==> src/rtl/seq_det_ctrl.sv <==
// Serial pattern detector: IDLE/ARMED control with a configurable pattern, a match pulse and a saturating match counter.
// Define SEQ_DET_OVERLAP_EN for overlapping detection; by default matches never share bits.
module seq_det_ctrl #(
    parameter int MAX_LEN = 8,
    parameter int CNT_W   = 8
) (
    input  logic               clk,
    input  logic               rst,
    input  logic               cfg_valid,
    output logic               cfg_ready,
    input  logic [MAX_LEN-1:0] cfg_pattern,
    input  logic [4:0]         cfg_len,
    input  logic               arm,
    input  logic               disarm,
    input  logic               in,
    input  logic               in_valid,
    output logic               out,
    output logic [CNT_W-1:0]   match_cnt,
    output logic               busy,
    output logic               cfg_err
);

    localparam int FILL_W = 5;
    localparam logic [FILL_W-1:0] FILL_MAX = FILL_W'(MAX_LEN);
    localparam logic [FILL_W-1:0] FILL_ONE = {{(FILL_W-1){1'b0}}, 1'b1};
    localparam logic [CNT_W-1:0]  CNT_ONE  = {{(CNT_W-1){1'b0}}, 1'b1};
    localparam logic [CNT_W-1:0]  CNT_MAX  = {CNT_W{1'b1}};

`ifdef SEQ_DET_OVERLAP_EN
    localparam bit OVERLAP = 1'b1;
`else
    localparam bit OVERLAP = 1'b0;
`endif

    typedef enum logic [0:0] {
        IDLE  = 1'b0,
        ARMED = 1'b1
    } state_t;

    state_t              state_r;
    state_t              state_nx;
    logic [MAX_LEN-1:0]  pattern_r;
    logic [4:0]          len_r;
    logic                cfg_ok_r;
    logic [MAX_LEN-1:0]  hist_r;
    logic [MAX_LEN-1:0]  hist_nx;
    logic [FILL_W-1:0]   fill_r;
    logic [FILL_W-1:0]   fill_nx;
    logic [CNT_W-1:0]    cnt_r;
    logic [CNT_W-1:0]    cnt_nx;
    logic                out_r;
    logic                cfg_err_r;
    logic                busy_r;
    logic                cfg_ready_r;
    logic                cfg_xfer_s;
    logic                cfg_len_ok_s;
    logic                match_s;
    logic                err_nx;
    logic [MAX_LEN-1:0]  mask_s;

    // Mask covering the low len bits; len == MAX_LEN wraps to all ones.
    function automatic logic [MAX_LEN-1:0] len_mask(input logic [4:0] len);
        logic [MAX_LEN:0] one_hot;
        one_hot = {{MAX_LEN{1'b0}}, 1'b1} << len;
        return one_hot[MAX_LEN-1:0] - {{(MAX_LEN-1){1'b0}}, 1'b1};
    endfunction

    assign cfg_len_ok_s = (cfg_len != 5'd0) && (cfg_len <= 5'(MAX_LEN));
    assign mask_s       = len_mask(len_r);

    // Next-state, history/fill/counter update and error request.
    always_comb begin
        state_nx   = state_r;
        hist_nx    = hist_r;
        fill_nx    = fill_r;
        cnt_nx     = cnt_r;
        match_s    = 1'b0;
        err_nx     = 1'b0;
        cfg_xfer_s = 1'b0;
        case (state_r)
            IDLE: begin
                cfg_xfer_s = cfg_valid;
                err_nx     = cfg_valid && !cfg_len_ok_s;
                if (arm && !disarm) begin
                    if (cfg_ok_r) begin
                        state_nx = ARMED;
                        hist_nx  = {MAX_LEN{1'b0}};
                        fill_nx  = {FILL_W{1'b0}};
                        cnt_nx   = {CNT_W{1'b0}};
                    end else begin
                        err_nx = 1'b1;
                    end
                end else begin
                    state_nx = IDLE;
                end
            end
            ARMED: begin
                if (disarm) begin
                    state_nx = IDLE;
                end else if (in_valid) begin
                    hist_nx = {hist_r[MAX_LEN-2:0], in};
                    fill_nx = (fill_r < FILL_MAX) ? fill_r + FILL_ONE : fill_r;
                    match_s = ((hist_nx & mask_s) == (pattern_r & mask_s)) && (fill_nx >= len_r);
                    if (match_s) begin
                        cnt_nx = (cnt_r == CNT_MAX) ? cnt_r : cnt_r + CNT_ONE;
                        // Without overlap the next match must be built from fresh bits only.
                        if (!OVERLAP) begin
                            fill_nx = {FILL_W{1'b0}};
                        end else begin
                            fill_nx = fill_nx;
                        end
                    end else begin
                        cnt_nx = cnt_r;
                    end
                end else begin
                    state_nx = ARMED;
                end
            end
            default: begin
                state_nx = IDLE;
            end
        endcase
    end

    // State, datapath and registered outputs.
    always_ff @(posedge clk or negedge rst) begin
        if (!rst) begin
            state_r     <= IDLE;
            pattern_r   <= {MAX_LEN{1'b0}};
            len_r       <= 5'd0;
            cfg_ok_r    <= 1'b0;
            hist_r      <= {MAX_LEN{1'b0}};
            fill_r      <= {FILL_W{1'b0}};
            cnt_r       <= {CNT_W{1'b0}};
            out_r       <= 1'b0;
            cfg_err_r   <= 1'b0;
            busy_r      <= 1'b0;
            cfg_ready_r <= 1'b1;
        end else begin
            state_r     <= state_nx;
            hist_r      <= hist_nx;
            fill_r      <= fill_nx;
            cnt_r       <= cnt_nx;
            out_r       <= match_s;
            cfg_err_r   <= err_nx;
            busy_r      <= (state_nx == ARMED);
            cfg_ready_r <= (state_nx == IDLE);
            if (cfg_xfer_s && cfg_len_ok_s) begin
                pattern_r <= cfg_pattern;
                len_r     <= cfg_len;
                cfg_ok_r  <= 1'b1;
            end
        end
    end

    assign cfg_ready = cfg_ready_r;
    assign busy      = busy_r;
    assign out       = out_r;
    assign match_cnt = cnt_r;
    assign cfg_err   = cfg_err_r;

endmodule

==> config.mk <==
export PLATFORM = sky130hd
export DESIGN_NAME = seq_det_ctrl
export DESIGN_NICKNAME = d
export VERILOG_FILES = /design/src/rtl/seq_det_ctrl.sv
export SDC_FILE = /design/constraint.sdc
export NUM_CORES = 1
export LEC_CHECK = 0
export BUFFER_PORTS_ARGS = -buffer_cell sky130_fd_sc_hd__buf_2
export CELL_PAD_IN_SITES_DETAIL_PLACEMENT = 0
export CELL_PAD_IN_SITES_GLOBAL_PLACEMENT = 1
export CORE_ASPECT_RATIO = 1.2
export CORE_MARGIN = 1
export CORE_UTILIZATION = 43
export CTS_CLUSTER_DIAMETER = 100
export DETAILED_ROUTE_END_ITERATION = 12
export PLACE_DENSITY = 0.78
export SLEW_MARGIN = 5
export SYNTH_ARGS = -nofsm -noshare
export SYNTH_HDL_FRONTEND = slang
export SYNTH_SLANG_ARGS = --single-unit
==> constraint.sdc <==
create_clock -name clk -period 4.75 [get_ports clk]
set_input_delay 0.95 -clock clk [delete_from_list [all_inputs] [get_ports clk]]
set_output_delay 0.95 -clock clk [all_outputs]
set_load 0.02 [all_outputs]
[Word-level counts from Yosys, hierarchy flattened]
Cells that the tools add are included.
Cells by class
  add/sub/neg operators: 3
  $lt $le $gt $ge: 3
  eq/ne operators: 8
  shift operators: 1
  multiplexer cells: 28
  bitwise operators: 4
  reductions and logical operators: 10
Operators with widths (count)
  2-to-1 mux 8 bit: 6
  2-to-1 mux 5 bit: 6
  bitwise AND 8 bit: 2
  case mux 8 bit (2 select lines): 1
  2-to-1 mux 7 bit: 2
  case mux 7 bit (2 select lines): 1
  2-to-1 mux 1 bit: 10
  inequality test 2 bit (second input constant): 5
  case mux 5 bit (2 select lines): 1
  adder 8 x 1 -> 8 bit (second input constant): 1
  == test 8 bit: 1
  == test 8 bit (second input constant): 1
  << shifter 1 x 5 -> 8 bit (first input constant): 1
  subtractor 8 x 1 -> 8 bit (second input constant): 1
  AND reduction 6 bit: 1
  adder 5 x 1 -> 5 bit (second input constant): 1
  greater-or-equal comparator 5 bit: 1
  <= comparator 5 x 4 -> 1 bit (second input constant): 1
  logical AND 1 bit: 5
  < comparator 5 x 4 -> 1 bit (second input constant): 1
  nonzero test 5 bit: 1
  AND reduction 4 bit: 1
  logical NOT 1 bit: 2
  inequality test 2 x 1 -> 1 bit (second input constant): 1
  other kinds (2): 3
Word-level totals
  register bits after elaboration: 38
  input bits: 20
  output and inout port bits: 12
  logic and storage cells: 67

[Depth between registers and ports, before layout]
  depth after elaboration: 9
  mapped depth: 12
  gate-level depth less buffers: 10

[Worst setup path before layout]
Ideal clock, no wire load.
  path type: input to register
  start: in cfg_len[1]
  end: reg pattern_r[3]
  setup time: 125 ps
  arrival: 2394 ps
  slack: 2232 ps
  cell stages on the path: 6
  path buffers: 1
  cell sequence: nor3_1 > xnor2_1 > nand2b_1 > nor3b_2 > buf_2 > mux2_2
Between the ends
  word-level cells in the longest chain between the ends: 3
Ends and longest elaborated chain
  from (decl): line 12  | input logic [4:0] cfg_len,
  <= comparator 5 x 4 -> 1 bit or nonzero test 5 bit (tied branches): line 68  | assign cfg_len_ok_s = (cfg_len != 5'd0) && (cfg_len <= 5'(MAX_LEN));
  logical AND 1 bit *: line 68
  logical AND 1 bit *: line 148  | if (cfg_xfer_s && cfg_len_ok_s) begin
  to (signal assigned): line 129  | pattern_r <= {MAX_LEN{1'b0}};
  to (signal assigned): line 149  | pattern_r <= cfg_pattern;
  to (decl): line 42  | logic [MAX_LEN-1:0] pattern_r;
Every way passes the cells marked *; elsewhere a longest branch is shown, timed or not.
A chain may end at the register's enable or synchronous reset.

[Worst setup path after layout]
  start: reg len_r[4]
  end: reg cnt_r[7], in the netlist match_cnt[7]
Between the ends
  word-level cells in the longest chain between the ends: 7
Ends and longest elaborated chain
  from (decl): line 43  | logic [4:0] len_r;
  from (signal assigned): line 150  | len_r <= cfg_len;
  << shifter 1 x 5 -> 8 bit: line 64  | one_hot = {{MAX_LEN{1'b0}}, 1'b1} << len;
  subtractor 8 x 1 -> 8 bit: line 65  | return one_hot[MAX_LEN-1:0] - {{(MAX_LEN-1){1'b0}}, 1'b1};
  bitwise AND 8 bit: line 103  | match_s = ((hist_nx & mask_s) == (pattern_r & mask_s)) && (fill_nx >= len_r);
  == test 8 bit: line 103
  logical AND 1 bit *: line 103
  inequality test 2 x 1 -> 1 bit (no source line) *
  AND reduction 6 bit (no source line) *
  to (signal assigned): line 134  | cnt_r <= {CNT_W{1'b0}};
  to (signal assigned): line 143  | cnt_r <= cnt_nx;
  to (decl): line 49  | logic [CNT_W-1:0] cnt_r;
Marked as above.

==> summary.txt <==
Timing
  • WHS: about 0.51 ns
  • Period utilisation layout: 62.66%
  • Final sum of negative setup slack: 0 ns
  • Setup repair after global routing missed its margin: false
  • PnR worst setup slack: between 1.5 and 2 ns
  • Timing-limited maximum frequency: 0.3360 GHz
  • Worst clock skew on the final layout: 0.006419 ns
  • Period minus WS final: 2.977 ns
  • Final setup vio count: 0
  • Final number of max-transition violations: 0
  • Slew Limit Headroom: between 20% and 30%
  • Worst-margin pin slew: between 1 and 1.5 ns
  • Number of endpoints with negative hold slack in the final report: 0

Power
  • Cell area power density: a little under 400 nW/um2
  • Static leakage: 1.088 nW
  • Peak supply drop: 0.1756 mV
  • Post-layout total power: slightly above 900 uW

Global route
  • Aggregate global routing overflow: 0
  • Global-route wire length before repair: 7.797 mm
  • Maximum number of pins on one net before global-route repair: 39
  • Vias in the first global route: between 1500 and 2000
  • Global-route total usage across every layer: between 15 and 20%
  • Initial antenna violation count: 0

Yosys
  • Gate Count Post-Synth: between 200 and 250
  • Portion of the post-synthesis area used by sequential elements: ~44%
  • Post-synth EDFFs: 0
  • Warnings, synthesis: 0
  • Count of distinct cell types in the synthesized netlist: 50
  • Share of async-settable or async-resettable flops after synthesis: 100.0%
  • Flip-flop cell with the highest count after synthesis: sky130_fd_sc_hd__dfrtp_1
  • Syn Std Cell Area: ~2200 um2
  • Mean area per synthesized cell: a little under 10 um2
  • Net count after synthesis: about 250
  • Number of flip-flops and latches in the synthesized netlist: 38

CTS
  • Number of buffers inserted by post-CTS setup repair: 0
  • CTS tree: built
  • Maximum clock insertion buffer count: 2
  • Maximum level of the CTS H-tree: 2
  • Total clock sinks: 38
  • Hold_buf cts: 0
  • Worst skew pair latency: approximately 0.29 ns
  • Gates resized, CTS repair: 0
  • Clock input transition at the sequential cells of the worst setup and hold paths: 0.08 ns
  • Clk root buf: sky130_fd_sc_hd__clkbuf_8
  • CTS buffer count: 5

Worst setup path
  • Ordered list of cells on the worst path: nor3_4, nand3_1, ha_1, mux2i_1, o211ai_2, a211oi_2, and2_1, a311oi_2
  • Maximum fanout along the worst path: 11
  • CP Capture Type: register
  • WP data arrival: 3.12 ns
  • Slowest CP cell: sky130_fd_sc_hd__a211oi_2
  • R2R Path Start: len_r[4]$_DFFE_PN0P_
  • Register-to-Register Setup Slack: 1.77 ns
  • Required time reported for the critical path endpoint: ~4.9 ns
  • Reg-to-reg critical path endpoint: match_cnt[7]$_DFFE_PN0P_
  • Worst setup SP type: register
  • Largest stage delay on the critical path: between 0.6 and 0.7 ns
  • Register-to-Register Path Depth: 8
  • Kind of critical path: reg -> reg

Min path
  • Cells on Worst Hold Path: 2
  • Worst hold start: hist_r[6]$_DFFE_PN0P_
  • End point of the most critical hold path: hist_r[6]$_DFFE_PN0P_
  • Worst min-delay path category: reg -> reg

Layout
  • Final instance area: 2416 um2
  • Diodes inserted: 0
  • Share of cells above drive strength 1: roughly 25%
  • Nets: 273
  • Area growth syn-to-layout: 12.14%
  • Post-Route Utilization: 51.45%
  • Final non-filler cell total: around 300

Die
  • Placement Rows: 27
  • Floorplan die area: 5299 um2
  • Die outline height: 79.54 um
  • Number of primary I/O pins: 32
  • Initial standard-cell utilization of the core: 45.88%
  • Die width: around 67 um
  • Placeable core area: roughly 4700 um2

Routing
  • Iteration-0 DRC Markers: 64
  • Drc violations: 0
  • ANT nets after route: 0
  • Total wire length after detailed routing: roughly 4.5 mm
  • Number of search-and-repair iterations in the first detailed-routing pass: 4
  • Mean routed wirelength per cell: 14.85 um
  • Mean number of vias per cell: 5.546
  • Count of vias placed by the detailed router: about 1700

Placement
  • Cell Area, Placed: ~2300 um2
  • Worst slack at placement: about 1.7 ns
  • Gp weighted congestion: between 0.8 and 0.9
  • Placed wire-length estimate after detailed placement: 3.149 mm
  • Number of placed instances with taps included: approximately 300
  • Port bufs: 31

Run
  • Total of max-cap violations: 0

Status
  • Result of the run: completed
layer usage:
layer | vias to the layer above | global-route usage, % | wire (um)
met5 | - | 0 | 0
met3 | 5 | 5.857 | 160
met4 | 0 | 6.170 | 47
met1 | 813 | 27.63 | 2289
li1 | 840 | - | -
met2 | 28 | 28.48 | 2017
state kept, by name, summed over array words and instances, names as in the netlist:
signal,count
cfg_err,1
cfg_ready,1
cfg_ok_r,1
hist_r,7
match_cnt,8
pattern_r,8
out,1
fill_r,5
len_r,5
busy,1
worst max path at each step:
stage	startpoint	to	cells past startpoint	slack, ns
detailed placement	cfg_len[1]	pattern_r[6]$_DFFE_PN0P_	6	1.68
global placement	cfg_len[1]	pattern_r[4]$_DFFE_PN0P_	6	1.72
CTS	len_r[4]$_DFFE_PN0P_	match_cnt[7]$_DFFE_PN0P_	8	1.77
global route	len_r[4]$_DFFE_PN0P_	out$_DFF_PN0_	8	1.52
floorplan	cfg_len[1]	pattern_r[3]$_DFFE_PN0P_	6	2.23
finish	len_r[4]$_DFFE_PN0P_	match_cnt[7]$_DFFE_PN0P_	8	1.77
power breakdown:
group / total, mW / switching [mW] / leakage (nW) / internal, mW
sequential: 0.428 / 0.0579 / 0.489 / 0.370
combinational: 0.272 / 0.146 / 0.551 / 0.126
clock: 0.234 / 0.117 / 0.0482 / 0.117
total: 0.934 / 0.320 / 1.09 / 0.614
worst max-delay path, delay by kind of cell, from the launching register on:
family                     cells  cell delay [ns]
DFF                            1             0.46
AOI/OAI and AO/OA              3             0.95
muxes                          1             0.20
and+or+nand+nor                3             0.94
adders and majority gates      1             0.28
Yosys cell counts (2+ instances only):
cell                       count  area, um2
sky130_fd_sc_hd__nor3_1        4      20.02
sky130_fd_sc_hd__inv_1         6      22.52
sky130_fd_sc_hd__nand2_1      29      108.9
sky130_fd_sc_hd__o22a_1        2      17.52
sky130_fd_sc_hd__o21ai_0      13      65.06
sky130_fd_sc_hd__dfrtp_1      37      925.9
sky130_fd_sc_hd__a211oi_2      2      25.02
sky130_fd_sc_hd__mux2_2       10      112.6
sky130_fd_sc_hd__o21a_1        2      15.01
sky130_fd_sc_hd__a211oi_1      4      30.03
sky130_fd_sc_hd__nor3b_2       2      25.02
sky130_fd_sc_hd__a221o_1       2      20.02
sky130_fd_sc_hd__clkbuf_1      5      18.77
sky130_fd_sc_hd__nand3b_1      2      15.01
sky130_fd_sc_hd__a22oi_1       3      22.52
sky130_fd_sc_hd__buf_2         4      20.02
sky130_fd_sc_hd__and2_1        2      12.51
sky130_fd_sc_hd__and3_1        8      50.05
sky130_fd_sc_hd__xnor2_1       8      70.07
sky130_fd_sc_hd__xor2_1        3      26.28
sky130_fd_sc_hd__ha_1          8      100.1
sky130_fd_sc_hd__nor2b_1       2      12.51
sky130_fd_sc_hd__o31ai_1       2      15.01
sky130_fd_sc_hd__buf_6         2      22.52
sky130_fd_sc_hd__a31oi_1       2      12.51
sky130_fd_sc_hd__nor2_1       13      48.80
sky130_fd_sc_hd__a41oi_1       3      26.28
sky130_fd_sc_hd__nand3_1       6      30.03
sky130_fd_sc_hd__a21oi_1      10      50.05
sky130_fd_sc_hd__nand2b_1      2      12.51
placed cells by master (no fill, tap or decap), types with 4 or more instances in the layout:
master / instances
sky130_fd_sc_hd__a21oi_1: 10
sky130_fd_sc_hd__mux2_2: 10
sky130_fd_sc_hd__nand3_1: 6
sky130_fd_sc_hd__nand2_1: 29
sky130_fd_sc_hd__buf_2: 31
sky130_fd_sc_hd__clkbuf_8: 6
sky130_fd_sc_hd__nor2_1: 13
sky130_fd_sc_hd__ha_1: 8
sky130_fd_sc_hd__dfrtp_1: 37
sky130_fd_sc_hd__xnor2_1: 8
sky130_fd_sc_hd__nor3_1: 4
sky130_fd_sc_hd__and3_1: 8
sky130_fd_sc_hd__o21ai_0: 13
sky130_fd_sc_hd__a211oi_1: 4
sky130_fd_sc_hd__inv_1: 6
cell type report:
class | instances | area (um2)
clock buffers | 7 | 86.33
clock inverters | 1 | 5.005
fillers | 454 | 2280
inverters | 6 | 22.52
multi-input cells | 162 | 1115
flip-flops and latches | 38 | 952.2
well taps | 58 | 72.57
repair buffers | 32 | 162.7
kinds of logic after synthesis:
group                    count (synthesis)  synth area share [%]
AO/OA/AOI/OAI                           57                 19.34
XOR/XNOR                                11                 4.472
adder cells (fa/ha/maj)                  8                 4.646
buffers and inverters                   18                 4.065
flip-flops                              38                 44.19
multiplexers                            11                 5.691
AND/OR/NAND/NOR                         75                 17.60
(Power assumes the default switching activity.)
